## config.mk

```make
export PLATFORM = sky130hd
export DESIGN_NAME = uart_tx_mmio
export DESIGN_NICKNAME = d
export VERILOG_FILES = /design/src/rtl/uart_pkg.sv /design/src/rtl/sync_fifo.sv /design/src/rtl/uart_tx_mmio.sv
export SDC_FILE = /design/constraint.sdc
export NUM_CORES = 1
export LEC_CHECK = 0
export ABC_CLOCK_PERIOD_IN_PS = 3400
export BUFFER_PORTS_ARGS = -buffer_cell sky130_fd_sc_hd__buf_4
export CORE_MARGIN = 2
export CORE_UTILIZATION = 39
export DETAILED_ROUTE_END_ITERATION = 12
export PLACE_DENSITY_LB_ADDON = 0.2
export SKIP_CTS_REPAIR_TIMING = 1
export SLEW_MARGIN = 5
export SYNTH_ARGS = -nofsm -noshare
export SYNTH_HDL_FRONTEND = slang
export SYNTH_HIERARCHICAL = 1
export SYNTH_SLANG_ARGS = --single-unit
```

## constraint.sdc

```tcl
create_clock -name clk -period 3.4 [get_ports clk]
set_input_delay 0.85 -clock clk [delete_from_list [all_inputs] [get_ports clk]]
set_output_delay 0.85 -clock clk [all_outputs]
set_load 0.01 [all_outputs]
```

## src/rtl/uart_pkg.sv

```systemverilog
// Shared constants for the memory-mapped UART transmitter: register offsets,
// FSM state encoding, STATUS bit positions and the reset baud divisor.
// No ports; imported by uart_tx_mmio.
package uart_pkg;

  // Register offsets, selected by addr[3:2].
  localparam logic [1:0] REG_TXDATA = 2'd0;
  localparam logic [1:0] REG_STATUS = 2'd1;
  localparam logic [1:0] REG_BAUD   = 2'd2;

  typedef enum logic [1:0] {
    IDLE  = 2'd0,
    START = 2'd1,
    DATA  = 2'd2,
    STOP  = 2'd3
  } state_t;

  // STATUS register bit positions.
  localparam int ST_EMPTY   = 0;
  localparam int ST_FULL    = 1;
  localparam int ST_BUSY    = 2;
  localparam int ST_OVF     = 3;
  localparam int ST_CNT_LSB = 4;

  // Clock cycles per bit after reset.
  localparam logic [15:0] DEFAULT_DIV = 16'd434;

endpackage

```

## src/rtl/sync_fifo.sv

```systemverilog
// Synchronous circular-buffer FIFO with wrapping read/write pointers.
// Latency: a pushed word is visible on dout the cycle after the push.
// Backpressure: push while full and pop while empty are ignored.
// Ports: clk, rst_n (sync, active-low), push/din, pop/dout, full, empty, count.
module sync_fifo #(
  parameter int WIDTH = 8,
  parameter int DEPTH = 8,
  localparam int AW   = $clog2(DEPTH)
) (
  input  logic             clk,
  input  logic             rst_n,
  input  logic             push,
  input  logic [WIDTH-1:0] din,
  input  logic             pop,
  output logic [WIDTH-1:0] dout,
  output logic             full,
  output logic             empty,
  output logic [AW:0]      count
);

  logic [WIDTH-1:0] mem [DEPTH];
  logic [AW-1:0]    wr_ptr;
  logic [AW-1:0]    rd_ptr;
  logic             do_push;
  logic             do_pop;

  assign full    = (count == (AW+1)'(DEPTH));
  assign empty   = (count == '0);
  assign do_push = push && !full;
  assign do_pop  = pop && !empty;
  assign dout    = mem[rd_ptr];

  // Storage carries no reset; validity is tracked by count.
  always_ff @(posedge clk) begin
    if (do_push) mem[wr_ptr] <= din;
  end

  always_ff @(posedge clk) begin
    if (!rst_n) begin
      wr_ptr <= '0;
      rd_ptr <= '0;
      count  <= '0;
    end else begin
      if (do_push) wr_ptr <= wr_ptr + 1'b1;
      if (do_pop)  rd_ptr <= rd_ptr + 1'b1;
      case ({do_push, do_pop})
        2'b10:   count <= count + 1'b1;
        2'b01:   count <= count - 1'b1;
        default: count <= count;
      endcase
    end
  end

endmodule

```

## src/rtl/uart_tx_mmio.sv

```systemverilog
// Memory-mapped 8N1 UART transmitter on the CPU data-memory bus.
// Latency: zero-latency combinational reads; a byte pushed into an idle UART starts its start bit one cycle later.
// Backpressure: none on the bus; a push into a full FIFO is dropped and sets the sticky overflow flag.
// Ports: clk, rst_n (sync, active-low), we/be/op_read/addr/wdata in, rdata out, tx serial out, irq_empty out.
module uart_tx_mmio #(
  parameter int          FIFO_DEPTH  = 8,
  parameter logic [15:0] DEFAULT_DIV = uart_pkg::DEFAULT_DIV
) (
  input  logic        clk,
  input  logic        rst_n,
  input  logic        we,
  input  logic [3:0]  be,
  input  logic [2:0]  op_read,
  input  logic [14:0] addr,
  input  logic [31:0] wdata,
  output logic [31:0] rdata,
  output logic        tx,
  output logic        irq_empty
);
  import uart_pkg::*;

  localparam int AW = $clog2(FIFO_DEPTH);

  // Bus decode
  logic       in_win;
  logic [1:0] sel;
  logic       push;
  logic       ovf_clr;

  assign in_win  = (addr[14:4] == 11'd0);
  assign sel     = addr[3:2];
  assign push    = we && in_win && (sel == REG_TXDATA) && be[0];
  assign ovf_clr = we && in_win && (sel == REG_STATUS) && be[0] && wdata[ST_OVF];

  // FIFO
  logic          fifo_pop;
  logic [7:0]    fifo_dout;
  logic          fifo_full;
  logic          fifo_empty;
  logic [AW:0]   fifo_count;

  sync_fifo #(.WIDTH(8), .DEPTH(FIFO_DEPTH)) u_fifo (
    .clk   (clk),
    .rst_n (rst_n),
    .push  (push),
    .din   (wdata[7:0]),
    .pop   (fifo_pop),
    .dout  (fifo_dout),
    .full  (fifo_full),
    .empty (fifo_empty),
    .count (fifo_count)
  );

  // Control registers
  logic [15:0] baud_q;
  logic        ovf_q;

  always_ff @(posedge clk) begin
    if (!rst_n) begin
      baud_q <= DEFAULT_DIV;
      ovf_q  <= 1'b0;
    end else begin
      if (push && fifo_full) ovf_q <= 1'b1;
      else if (ovf_clr)      ovf_q <= 1'b0;
      if (we && in_win && (sel == REG_BAUD)) begin
        if (be[0]) baud_q[7:0]  <= wdata[7:0];
        if (be[1]) baud_q[15:8] <= wdata[15:8];
      end
    end
  end

  // Serializer FSM
  state_t      state_q, state_d;
  logic [15:0] cnt_q, cnt_d;
  logic [15:0] div_q, div_d;
  logic [7:0]  sh_q, sh_d;
  logic [2:0]  bit_q, bit_d;
  logic        tx_q, tx_d;
  logic [15:0] div_eff;
  logic        bit_end;

  assign div_eff = (baud_q == 16'd0) ? 16'd1 : baud_q;
  assign bit_end = (cnt_q == 16'd0);

  always_ff @(posedge clk) begin
    if (!rst_n) begin
      state_q <= IDLE;
      cnt_q   <= '0;
      div_q   <= 16'd1;
      sh_q    <= '0;
      bit_q   <= '0;
      tx_q    <= 1'b1;
    end else begin
      state_q <= state_d;
      cnt_q   <= cnt_d;
      div_q   <= div_d;
      sh_q    <= sh_d;
      bit_q   <= bit_d;
      tx_q    <= tx_d;
    end
  end

  always_comb begin
    state_d  = state_q;
    cnt_d    = cnt_q;
    div_d    = div_q;
    sh_d     = sh_q;
    bit_d    = bit_q;
    fifo_pop = 1'b0;
    case (state_q)
      IDLE: begin
        if (!fifo_empty) begin
          fifo_pop = 1'b1;
          sh_d     = fifo_dout;
          div_d    = div_eff;
          cnt_d    = div_eff - 16'd1;
          bit_d    = 3'd0;
          state_d  = START;
        end
      end
      START: begin
        if (bit_end) begin
          cnt_d   = div_q - 16'd1;
          state_d = DATA;
        end else begin
          cnt_d = cnt_q - 16'd1;
        end
      end
      DATA: begin
        if (bit_end) begin
          cnt_d = div_q - 16'd1;
          sh_d  = sh_q >> 1;
          bit_d = bit_q + 3'd1;
          if (bit_q == 3'd7) state_d = STOP;
        end else begin
          cnt_d = cnt_q - 16'd1;
        end
      end
      STOP: begin
        if (bit_end) begin
          // Back-to-back frames: the next byte is popped as the stop bit ends.
          if (!fifo_empty) begin
            fifo_pop = 1'b1;
            sh_d     = fifo_dout;
            div_d    = div_eff;
            cnt_d    = div_eff - 16'd1;
            bit_d    = 3'd0;
            state_d  = START;
          end else begin
            state_d = IDLE;
          end
        end else begin
          cnt_d = cnt_q - 16'd1;
        end
      end
      default: state_d = IDLE;
    endcase

    // tx is registered from the next state so the line level tracks the FSM without glitches.
    case (state_d)
      START:   tx_d = 1'b0;
      DATA:    tx_d = sh_d[0];
      default: tx_d = 1'b1;
    endcase
  end

  assign tx        = tx_q;
  assign irq_empty = fifo_empty && (state_q == IDLE);

  // Read path
  logic [31:0] count_ext;
  logic [3:0]  count_sat;

  assign count_ext = 32'(fifo_count);
  assign count_sat = (count_ext > 32'd15) ? 4'hF : count_ext[3:0];

  always_comb begin
    rdata = '0;
    if (in_win) begin
      case (sel)
        REG_STATUS: begin
          rdata[ST_EMPTY]          = fifo_empty;
          rdata[ST_FULL]           = fifo_full;
          rdata[ST_BUSY]           = (state_q != IDLE);
          rdata[ST_OVF]            = ovf_q;
          rdata[ST_CNT_LSB +: 4]   = count_sat;
        end
        REG_BAUD: rdata[15:0] = baud_q;
        default:  rdata = '0;
      endcase
    end
  end

  // Bus fields this register set never looks at.
  logic unused_ok;
  assign unused_ok = ^{op_read, addr[1:0], be[3:2], wdata[31:16]};

endmodule

```

==> impl_results.md, run 1 <==
- Status: finished, final reports clean
- Worst skew pair latency: roughly 0.43 ns
- R2r startpoint: baud_q[7]
- Gp weighted congestion: 0.8783
- Final Max Tran Viols: 0
- Leak: between 3 and 4 nW
- Pre-CTS setup slack: between 0.005 and 0.006 ns
- FMAX: approximately 0.32 GHz
- Final WS setup: roughly 0.32 ns
- VDD IR max: between 0.3 and 0.4 mV
- Synth Flop Type: dfxtp_1
- Worst setup SP type: flop
- Die height: 142.8 µm
- PD cells: 419.1 nW/µm²
- Post-route ant nets: 0
- Worst Path Max Fanout: 8
- Worst hold path type: flop to flop
- Worst hold stages: 2
- CTS Buffer Depth: 2
- Yosys Warn Count: 6
- TritonCTS Sinks: 140
- Hold endpoint: div_q[15]
- Via-to-Cell Ratio: about 5.3
- Row count: 50
- Share of cells above drive strength 1: 0.1818
- RR Endpoint: cnt_q[10]
- IO Port Bufs: 51
- RSZ-0062 raised after global routing: no
- TritonCTS clock tree: built
- Clock Skews: approximately 0.0096 ns
- Fill cells: 1732
- Net switching power figure: a little over 0.0009 W
- Clock Pin Slew Worst Setup and Hold Paths: about 0.07 ns
- Die W: about 140 µm
- Combinational cell fraction of total power: 0.024
- Synthesized area: approximately 7500 µm²
- Detail Placement HPWL: 12990 µm
- Slew headroom: 0.5289
- DIE AREA: around 20000 µm²
- Gate Count Post-Synth: just over 700
- Minimum clock period: between 3 and 4 ns
- Clock Power Share: 0.504
- Initial Util: 0.3992
- GR Overflow Total: 0
- Cell area after placement: 8242 µm²
- H-tree levels: 4
- CP Class: flop to flop
- Post-synth cell types: 72
- Total GRT Usage: 0.1851
- Vias: roughly 5700
- Final instance area: between 8000 and 9000 µm²
- Core area: between 15000 and 20000 µm²
- Routed WL per cell: 17.16 µm
- Fin util: 0.4712
- Max-Cap Viols: 0
- FFs w/ async S/R, synth: 0
- Flop-to-flop setup slack: roughly 0.32 ns
- Detailed Route WL: approximately 18000 µm
- Avg Inst Size Synth: about 10 µm²
- Sequential power share: 0.472
- Tightest Pin Transition: 0.7057 ns
- Fin. Hold Viols: 0
- Yosys reg bits: 140
- Setup_tns: 0 ns
- Vias in the first global route: around 5500
- Nets: 866
- First drt pass iteration count: 5
- Sequential fraction of the synthesis area: 0.4581
- Root buf cell: clkbuf_16
- EDFF count, synth: 64
- Crit path arrival time: roughly 3.4 ns
- Boundary Pins: 91
- Cts bufs inserted: 17
- Largest net degree at the start of global routing: 46
- R2R depth: 11
- Initial antenna violation count: 0
- Final setup violating endpoints: 0
- First-pass GRT wire length: slightly below 30000 µm
- Cell-internal power: between 0.002 and 0.003 W
- Synthesis-to-layout area growth: 18.03%
- CP required: 3.69 ns
- Setup crit end kind: flop
- N_diodes: 0
- DP Cell Count: about 1000
- Detailed Route Iter0 Violations: 438
- Fin crit share: 0.9063
- DRC violations left: 0
- Hold wc startpoint: div_q[15]
- Fin cells: between 1000 and 1500
- Sw frac: 0.2484
-- flip-flops by register name, indices dropped and copies added, names as in the netlist, named ones only --
name,count
bit_q,3
ovf_q,1
cnt_q,16
u_fifo/rd_ptr,3
baud_q,16
u_fifo/mem,64
tx,1
div_q,16
u_fifo/count,4
sh_q,8
state_q,2
u_fifo/wr_ptr,3
-- stage by stage --
step                power (W)  hold WS, ns
finish               0.003719       0.4837
global route         0.003822       0.5090
CTS                  0.003754       0.4845
detailed placement   0.001883       0.4758
global placement     0.001881       0.4544
floorplan            0.001845       0.4447
-- placed cells by master, fill, tap and decap left out, types with 8 or more instances in the layout --
| cell | Yosys | final |
|---|---|---|
| inv_1 | 17 | 17 |
| nand2_1 | 78 | 78 |
| xnor2_1 | 23 | 23 |
| nor2b_1 | 18 | 18 |
| clkbuf_16 | 0 | 17 |
| and3_1 | 9 | 9 |
| conb_1 | 1 | 16 |
| mux2i_1 | 27 | 27 |
| mux2_2 | 8 | 8 |
| dfxtp_1 | 76 | 76 |
| a21boi_0 | 21 | 21 |
| ha_1 | 19 | 19 |
| a32o_1 | 8 | 8 |
| nand3_1 | 16 | 16 |
| nor3_1 | 18 | 18 |
| or3_1 | 12 | 12 |
| o21ai_0 | 24 | 24 |
| and2_1 | 12 | 12 |
| mux4_1 | 15 | 15 |
| a22oi_1 | 12 | 12 |
| a21oi_1 | 24 | 24 |
| xor2_1 | 18 | 18 |
| nor2_1 | 61 | 61 |
| edfxtp_1 | 64 | 64 |
| buf_4 | 17 | 85 |
-- synthesized netlist by cell type (15+ instances only) --
cell type	n	area, µm²
a21boi_0	21	157.7
a21oi_1	24	120.1
buf_4	17	127.6
clkbuf_1	29	108.9
dfxtp_1	76	1521
edfxtp_1	64	1922
ha_1	19	237.7
inv_1	17	63.81
mux2i_1	27	270.3
mux4_1	15	394.1
nand2_1	78	292.8
nand3_1	16	80.08
nor2_1	61	229.0
nor2b_1	18	112.6
nor3_1	18	90.09
o21ai_0	24	120.1
xnor2_1	23	201.4
xor2_1	18	157.7
-- area by class of cell --
| class | count | area, µm² | area share |
|---|---|---|---|
| well taps | 260 | 325.3 | 0.03667 |
| inverters | 17 | 63.81 | 0.007192 |
| clock buffers | 17 | 425.4 | 0.04795 |
| clock inverters | 15 | 193.9 | 0.02186 |
| flip-flops and latches | 140 | 3443 | 0.3881 |
| multi-input cells | 529 | 3782 | 0.4263 |
| repair buffers | 85 | 638.1 | 0.07192 |
-- per-layer routing --
metal,track usage,vias to the layer above,share of wire,wire (µm)
met5,0,-,0,0
met4,0.05680,0,0.012,226
met3,0.03689,22,0.049,889
met2,0.2945,184,0.46,8446
met1,0.2558,2731,0.48,8677
li1,-,2745,-,-
-- power by group through the flow --
| stage | clock [W] | combinational [W] | sequential (W) |
|---|---|---|---|
| after detailed placement | 0 | 0.0000890 | 0.00179 |
| after global routing | 0.00197 | 0.0000975 | 0.00176 |
| after floorplan | 0 | 0.0000501 | 0.00179 |
| final | 0.00187 | 0.0000892 | 0.00176 |
| after global placement | 0 | 0.0000868 | 0.00179 |
| after CTS | 0.00191 | 0.0000896 | 0.00176 |
-- worst max path at each step --
stage,end,start,slack (ns),depth (start not counted)
after CTS,u_fifo/count[2],cnt_q[10],0.27,13
after detailed placement,u_fifo/count[2],addr[6],0.006,13
final,cnt_q[10],baud_q[7],0.32,11
after global placement,u_fifo/count[2],addr[6],0.13,13
after global routing,cnt_q[10],baud_q[7],0.01,11
after floorplan,u_fifo/mem[0][0],addr[6],0.09,8
-- cell families (layout without fill, tap and decap cells) --
family          after synthesis  count (layout)  synth area share
flops                       140             140            0.4581
mux                          51              51            0.1034
other cells                   1              16         0.0004989
fa+ha+maj                    19              19           0.03162
xor+xnor                     41              41           0.04777
buf+inv                      71             134           0.04860
compound gates              132             132            0.1202
simple gates                270             270            0.1899
-- critical path, cell delays in order (launching register included) --
cell	delay [ns]
dfxtp_1	0.50
or3_1	0.22
nor4_2	0.07
a31oi_1	0.46
ha_1	0.27
nor3b_1	0.30
buf_4	0.20
or3b_2	0.45
xor2_1	0.16
nor2_1	0.08
a21oi_1	0.14
o22ai_1	0.09
Note: power is estimated with default switching activity, not from simulation.
==> run 2: changes to the inputs <==
--- a/config.mk
+++ b/config.mk
@@ -6,10 +6,11 @@
 export NUM_CORES = 1
 export LEC_CHECK = 0
 export ABC_CLOCK_PERIOD_IN_PS = 3400
-export BUFFER_PORTS_ARGS = -buffer_cell sky130_fd_sc_hd__buf_4
 export CORE_MARGIN = 2
 export CORE_UTILIZATION = 39
+export CTS_CLUSTER_SIZE = 12
 export DETAILED_ROUTE_END_ITERATION = 12
+export DONT_BUFFER_PORTS = 1
 export PLACE_DENSITY_LB_ADDON = 0.2
 export SKIP_CTS_REPAIR_TIMING = 1
 export SLEW_MARGIN = 5
==> run 2 against run 1 <==
- core utilization is 2.2 points lower
- worst setup slack worse by 0.063 ns
- wire length is 2.5% lower
- cell count is 4.6% lower
- first-iteration DRC count is 0.46% lower
- non-clock buffer count is 49 lower
- critical endpoint is now irq_empty
- final area is 4.6% lower
==> impl_results.md, run 2 (synthesis results as in run 1) <==
- Status: finished, final reports clean
- Cell area after placement: 7874 µm² (-4.5%)
- Largest net degree at the start of global routing: 71 (+54%)
- Worst setup SP type: flop
- H-tree levels: 4 (unchanged)
- Vias: 5460 (-3.9%)
- Via-to-Cell Ratio: 5.385 (+0.74%)
- CP Class: flop to output pin
- IO Port Bufs: 0 (-100%)
- Cts bufs inserted: 17 (unchanged)
- Core area: 18830 µm² (unchanged)
- Leading cell type in the layout, fill and taps excluded: nand2_1
- Final setup violating endpoints: 0 (unchanged)
- Detailed Route WL: 17780 µm (-2.5%)
- Detailed Route Iter0 Violations: 436 (-0.46%)
- TritonCTS Sinks: 140 (unchanged)
- First-pass GRT wire length: 28550 µm (-2.5%)
- Die height: 142.8 µm (unchanged)
- Tightest Pin Transition: 0.8748 ns (+0.1691 ns)
- Initial antenna violation count: 0 (unchanged)
- Clock Pin Slew Worst Setup and Hold Paths: 0.07 ns (about the same)
- DRC violations left: 0 (unchanged)
- Root buf cell: clkbuf_16
- FMAX: 0.3181 GHz (-2.0%)
- Share of cells above drive strength 1: 0.1273 (-0.05450)
- Final hold slack: 0.4768 ns (-0.006912 ns)
- Initial Util: 0.3992 (unchanged)
- TritonCTS clock tree: built
- DIE AREA: 20400 µm² (unchanged)
- GR Overflow Total: 0 (unchanged)
- PD cells: 428.8 nW/µm² (+2.3%)
- CP required: 2.55 ns (-1.14 ns)
- Fin. Hold Viols: 0 (unchanged)
- Vias in the first global route: 5354 (-3.4%)
- Nets: 817 (-5.7%)
- Worst hold path type: flop to flop
- Commonest non-fill, non-tap cells in the layout: nand2_1, dfxtp_1, edfxtp_1, nor2_1, buf_4
- Worst skew pair latency: 0.44 ns (about the same)
- Slew headroom: 0.4160 (-0.1129)
- Fin crit share: 0.9248 (+0.01843)
- Worst Path Max Fanout: 34 (+26)
- Post-route ant nets: 0 (unchanged)
- Biggest register: u_fifo/mem
- Die W: 142.8 µm (unchanged)
- CTS Buffer Depth: 2 (unchanged)
- Routed WL per cell: 17.54 µm (+2.2%)
- N_diodes: 0 (unchanged)
- RSZ-0062 raised after global routing: no
- Row count: 50 (unchanged)
- Setup crit end kind: output pin
- Synthesis-to-layout area growth: 12.63%
- First drt pass iteration count: 5 (unchanged)
- Minimum clock period: 3.144 ns (+0.06266 ns)
- Max-Cap Viols: 0 (unchanged)
- Final instance area: 8467 µm² (-4.6%)
- Gp weighted congestion: 0.8465 (-3.6%)
- DP Cell Count: 982 (-4.8%)
- Crit path arrival time: 2.29 ns (-1.08 ns)
- Total GRT Usage: 0.1822 (-0.002887)
- Final Max Tran Viols: 0 (unchanged)
- Boundary Pins: 91 (unchanged)
- Setup_tns: 0 ns (unchanged)
- VDD IR max: 0.3768 mV (+1.4%)
- Clock Skews: 0.02126 ns (+0.01171 ns)
- Fill cells: 1784 (+3.0%)
- Number of flip-flops in the largest register: 64 (unchanged)
- Fin cells: 1014 (-4.6%)
- Detail Placement HPWL: 12470 µm (-4.0%)
- Leak: 3.218 nW (-7.5%)
run 2: power breakdown:
part | internal, W | switching, W
Combinational | 0.0000129 | 0.0000205
Sequential | 0.00176 | 0.000000122
Clock | 0.000988 | 0.000851
run 2: path summary, 6_finish.rpt:
kind	end	cells past startpoint	from	slack (ns)
min	bit_q[2]	2	bit_q[2]	0.48
max reg2reg	cnt_q[10]	11	baud_q[6]	0.33
min reg2reg	bit_q[2]	2	bit_q[2]	0.48
max	irq_empty	3	u_fifo/count[0]	0.26
run 2: cell type report:
type	instances	area, µm²	share of cell area
Tap cell	260	325.3	0.03842
Sequential cell	140	3443	0.4067
Inverter	17	63.81	0.007537
Multi-Input combinational cell	529	3776	0.4460
Timing Repair Buffer	36	270.3	0.03192
Clock inverter	15	162.7	0.01921
Clock buffer	17	425.4	0.05024
run 2: metal layers:
layer	vias up	track usage	part of all wire
met5	-	0	0
met4	0	0.06514	0.014
met3	25	0.04762	0.053
met2	160	0.2925	0.48
met1	2625	0.2386	0.46
li1	2650	-	-
run 2: worst max-delay path, cell delays in order (launching register included):
cell and delay, ns:
dfxtp_1 0.39, nor4_2 0.64, buf_4 0.52, and2_1 0.30
run 2: per-stage QoR:
stage	setup WS, ns	power [W]	utilization
2_1_floorplan	0.09121	0.001845	-
6_report	0.2558	0.003630	0.4496
5_1_grt	0.1048	0.003744	0.4496
3_3_place_gp	0.2516	0.001827	0.4181
3_5_place_dp	0.1783	0.001828	0.4181
4_1_cts	0.2260	0.003664	0.4494
==> run 3: changes to the inputs <==
--- a/config.mk
+++ b/config.mk
@@ -7,7 +7,7 @@
 export LEC_CHECK = 0
 export ABC_CLOCK_PERIOD_IN_PS = 3400
 export CORE_MARGIN = 2
-export CORE_UTILIZATION = 39
+export CORE_UTILIZATION = 58
 export CTS_CLUSTER_SIZE = 12
 export DETAILED_ROUTE_END_ITERATION = 12
 export DONT_BUFFER_PORTS = 1
==> run 3 against run 2 <==
- first-iteration DRC count fell by 6.2%
- final area shrank 1.4%
- fmax rose by 0.29%
- via count increased by 0.49%
- worst setup slack gained 0.0090 ns
- die area down 32%
- non-clock buffer count shrank 4
- critical path depth rose by 12
- clock power hardly changed
- worst hold slack lost 0.0069 ns
- count of clock-buffer cells in the layout is the same
- core utilization increased by 21 points
- critical endpoint is now u_fifo/count[2]
- largest cell class unchanged
==> impl_results.md, run 3 (synthesis results as in run 1) <==
- Detail Placement HPWL: 11550 µm (-7.4%)
- Core area: 12620 µm² (-33%)
- Tightest Pin Transition: 0.6744 ns (-0.2003 ns)
- TritonCTS clock tree: built
- GR Layer Usage met1: 0.3460 (+0.1074)
- Detailed Route Iter0 Violations: 409 (-6.2%)
- CP required: 3.76 ns (+1.21 ns)
- Footprint of the multi-input gates: 3782 µm² (+0.17%)
- First drt pass iteration count: 8 (+3)
- Worst skew pair latency: 0.43 ns (about the same)
- Total GRT Usage: 0.2550 (+0.07271)
- Worst hold stages: 2 (unchanged)
- GR Overflow Total: 0 (unchanged)
- Max incr delay on CP: 0.43 ns (-0.21 ns)
- Cts bufs inserted: 17 (unchanged)
- Status: finished, final reports clean
- Final Max Tran Viols: 0 (unchanged)
- Initial Util: 0.5957 (+0.1965)
- Critical-path cell list: inv_1 -> ha_1 -> nor3b_2 -> and4_1 -> a21oi_1 -> nor3_1 -> nand2b_1 -> inv_1 -> ha_1 -> xor2_1 -> ha_1 -> a21oi_1 -> xor2_1 -> or3_1 -> a21boi_0
- Leading cell type in the layout, fill and taps excluded: nand2_1
- Biggest register: u_fifo/mem
- Gp weighted congestion: 0.9254 (+9.3%)
- Count of buffer and inverter cells on the critical path: 2 (+1)
- Slew headroom: 0.5498 (+0.1337)
- Boundary Pins: 91 (unchanged)
- R2R depth: 15 (+4)
- Max-Cap Viols: 0 (unchanged)
- CTS Buffer Depth: 2 (unchanged)
- First-pass GRT wire length: 27810 µm (-2.6%)
- Worst Path Max Fanout: 6 (-82%)
- RSZ-0062 raised after global routing: no
- Nets: 813 (-0.49%)
- Final hold slack: 0.4699 ns (-0.006912 ns)
- Synthesis-to-layout area growth: 11.07%
- Die W: 117.8 µm (-17%)
- Routed WL per cell: 18.34 µm (+4.6%)
- Slowest cell on the critical path: dfxtp_1
- Cell area after placement: 7734 µm² (-1.8%)
- DIE AREA: 13890 µm² (-32%)
- N_diodes: 0 (unchanged)
- Pre-CTS setup slack: 0.1591 ns (-0.01919 ns)
- Commonest non-fill, non-tap cells in the layout: nand2_1, dfxtp_1, edfxtp_1, nor2_1, buf_4
- Root buf cell: clkbuf_16
- VDD IR max: 0.3860 mV (+2.4%)
- PD cells: 435.5 nW/µm² (+1.6%)
- Crit path arrival time: 3.50 ns (+1.21 ns)
- Final instance area: 8349 µm² (-1.4%)
- CP Class: flop to flop
- IO Port Bufs: 0 (unchanged)
- Via-to-Cell Ratio: 5.951 (+11%)
- Most used cell, CP: ha_1
- DRC violations left: 0 (unchanged)
- Clock Skews: 0.01430 ns (-0.006962 ns)
- Vias: 5487 (+0.49%)
- Row count: 41 (-18%)
- Levels on crit path: 15 (+12)
- Share of cells above drive strength 1: 0.1240 (-0.003321)
- Met2 Use GR: 0.4048 (+0.1123)
- Setup_tns: 0 ns (unchanged)
- Clock Pin Slew Worst Setup and Hold Paths: 0.07 ns (about the same)
- H-tree levels: 4 (unchanged)
- Initial antenna violation count: 0 (unchanged)
- Post-route ant nets: 0 (unchanged)
- Detailed Route WL: 16910 µm (-4.9%)
- Fin crit share: 0.9221 (-0.002657)
- Fin. Hold Viols: 0 (unchanged)
- GR Layer Usage met3: 0.06347 (+0.01585)
- Minimum clock period: 3.135 ns (-0.009035 ns)
- Vias in the first global route: 5376 (+0.41%)
- Final setup violating endpoints: 0 (unchanged)
- Die height: 117.8 µm (-17%)
- Gr busiest metal: met2
- Register area: 3443 µm² (unchanged)
- Largest net degree at the start of global routing: 71 (unchanged)
- Final WS setup: 0.2649 ns (+0.009035 ns)
- Number of flip-flops in the largest register: 64 (unchanged)
- Worst setup SP type: flop
- Setup crit end kind: flop
- Leak: 3.214 nW (-0.11%)
- FMAX: 0.3190 GHz (+0.29%)
- TritonCTS Sinks: 140 (unchanged)
- Fill cells: 990 (-45%)
- Worst path top cell family by delay: simple AND/OR/NAND/NOR gates
- Worst hold path type: flop to flop
[run 3: changes by cell type in the layout (fill, tap and decap cells not counted), sizes merged]
| cell | before | now |
|---|---|---|
| clkinvlp | 1 | 0 |
| clkinv | 3 | 4 |
| buf | 36 | 32 |
[run 3: where the power goes]
part / switching, W / leakage, nW / total (W) / internal (W)
combinational: 0.0000205 / 1.73 / 0.0000333 / 0.0000129
clock: 0.000846 / 0.298 / 0.00185 / 0.000999
sequential: 0.000000119 / 1.19 / 0.00176 / 0.00176
total: 0.000867 / 3.21 / 0.00364 / 0.00277
[run 3: layout make-up]
cell class / instances / area share
clock inverter: 15 / 0.02143
timing repair buffer: 32 / 0.02877
inverter: 17 / 0.007643
sequential: 140 / 0.4124
tap: 172 / 0.02578
multi-input combinational: 529 / 0.4530
clock buffer: 17 / 0.05095
[run 3: worst paths after layout]
kind                 start               to  slack, ns
hold / removal    bit_q[2]         bit_q[2]       0.47
setup reg to reg  cnt_q[0]  u_fifo/count[2]       0.26
setup / recovery  cnt_q[0]  u_fifo/count[2]       0.26
hold reg to reg   bit_q[2]         bit_q[2]       0.47
[run 3: worst register-to-register path: cells and delay by family (launching register included)]
kind | cells | cell delay (ns)
xor gates and xnor gates | 2 | 0.27
adders and majority gates | 3 | 0.67
buffers and inverters | 2 | 0.16
DFF | 1 | 0.43
and+or+nand+nor | 5 | 1.00
AOI/OAI and AO/OA | 3 | 0.55
[run 3: layer usage]
metal | part of all wire | wire [µm]
met5 | 0 | 0
met4 | 0.019 | 323
met3 | 0.064 | 1078
met2 | 0.47 | 7947
met1 | 0.45 | 7559
[run 3: through the flow]
stage	util	cells	total power, W
3_3_place_gp	0.6128	890	0.001827
6_report	0.6616	922	0.003636
3_5_place_dp	0.6128	890	0.001828
4_1_cts	0.6607	922	0.003657
2_1_floorplan	-	740	0.001845
5_1_grt	0.6616	922	0.003736
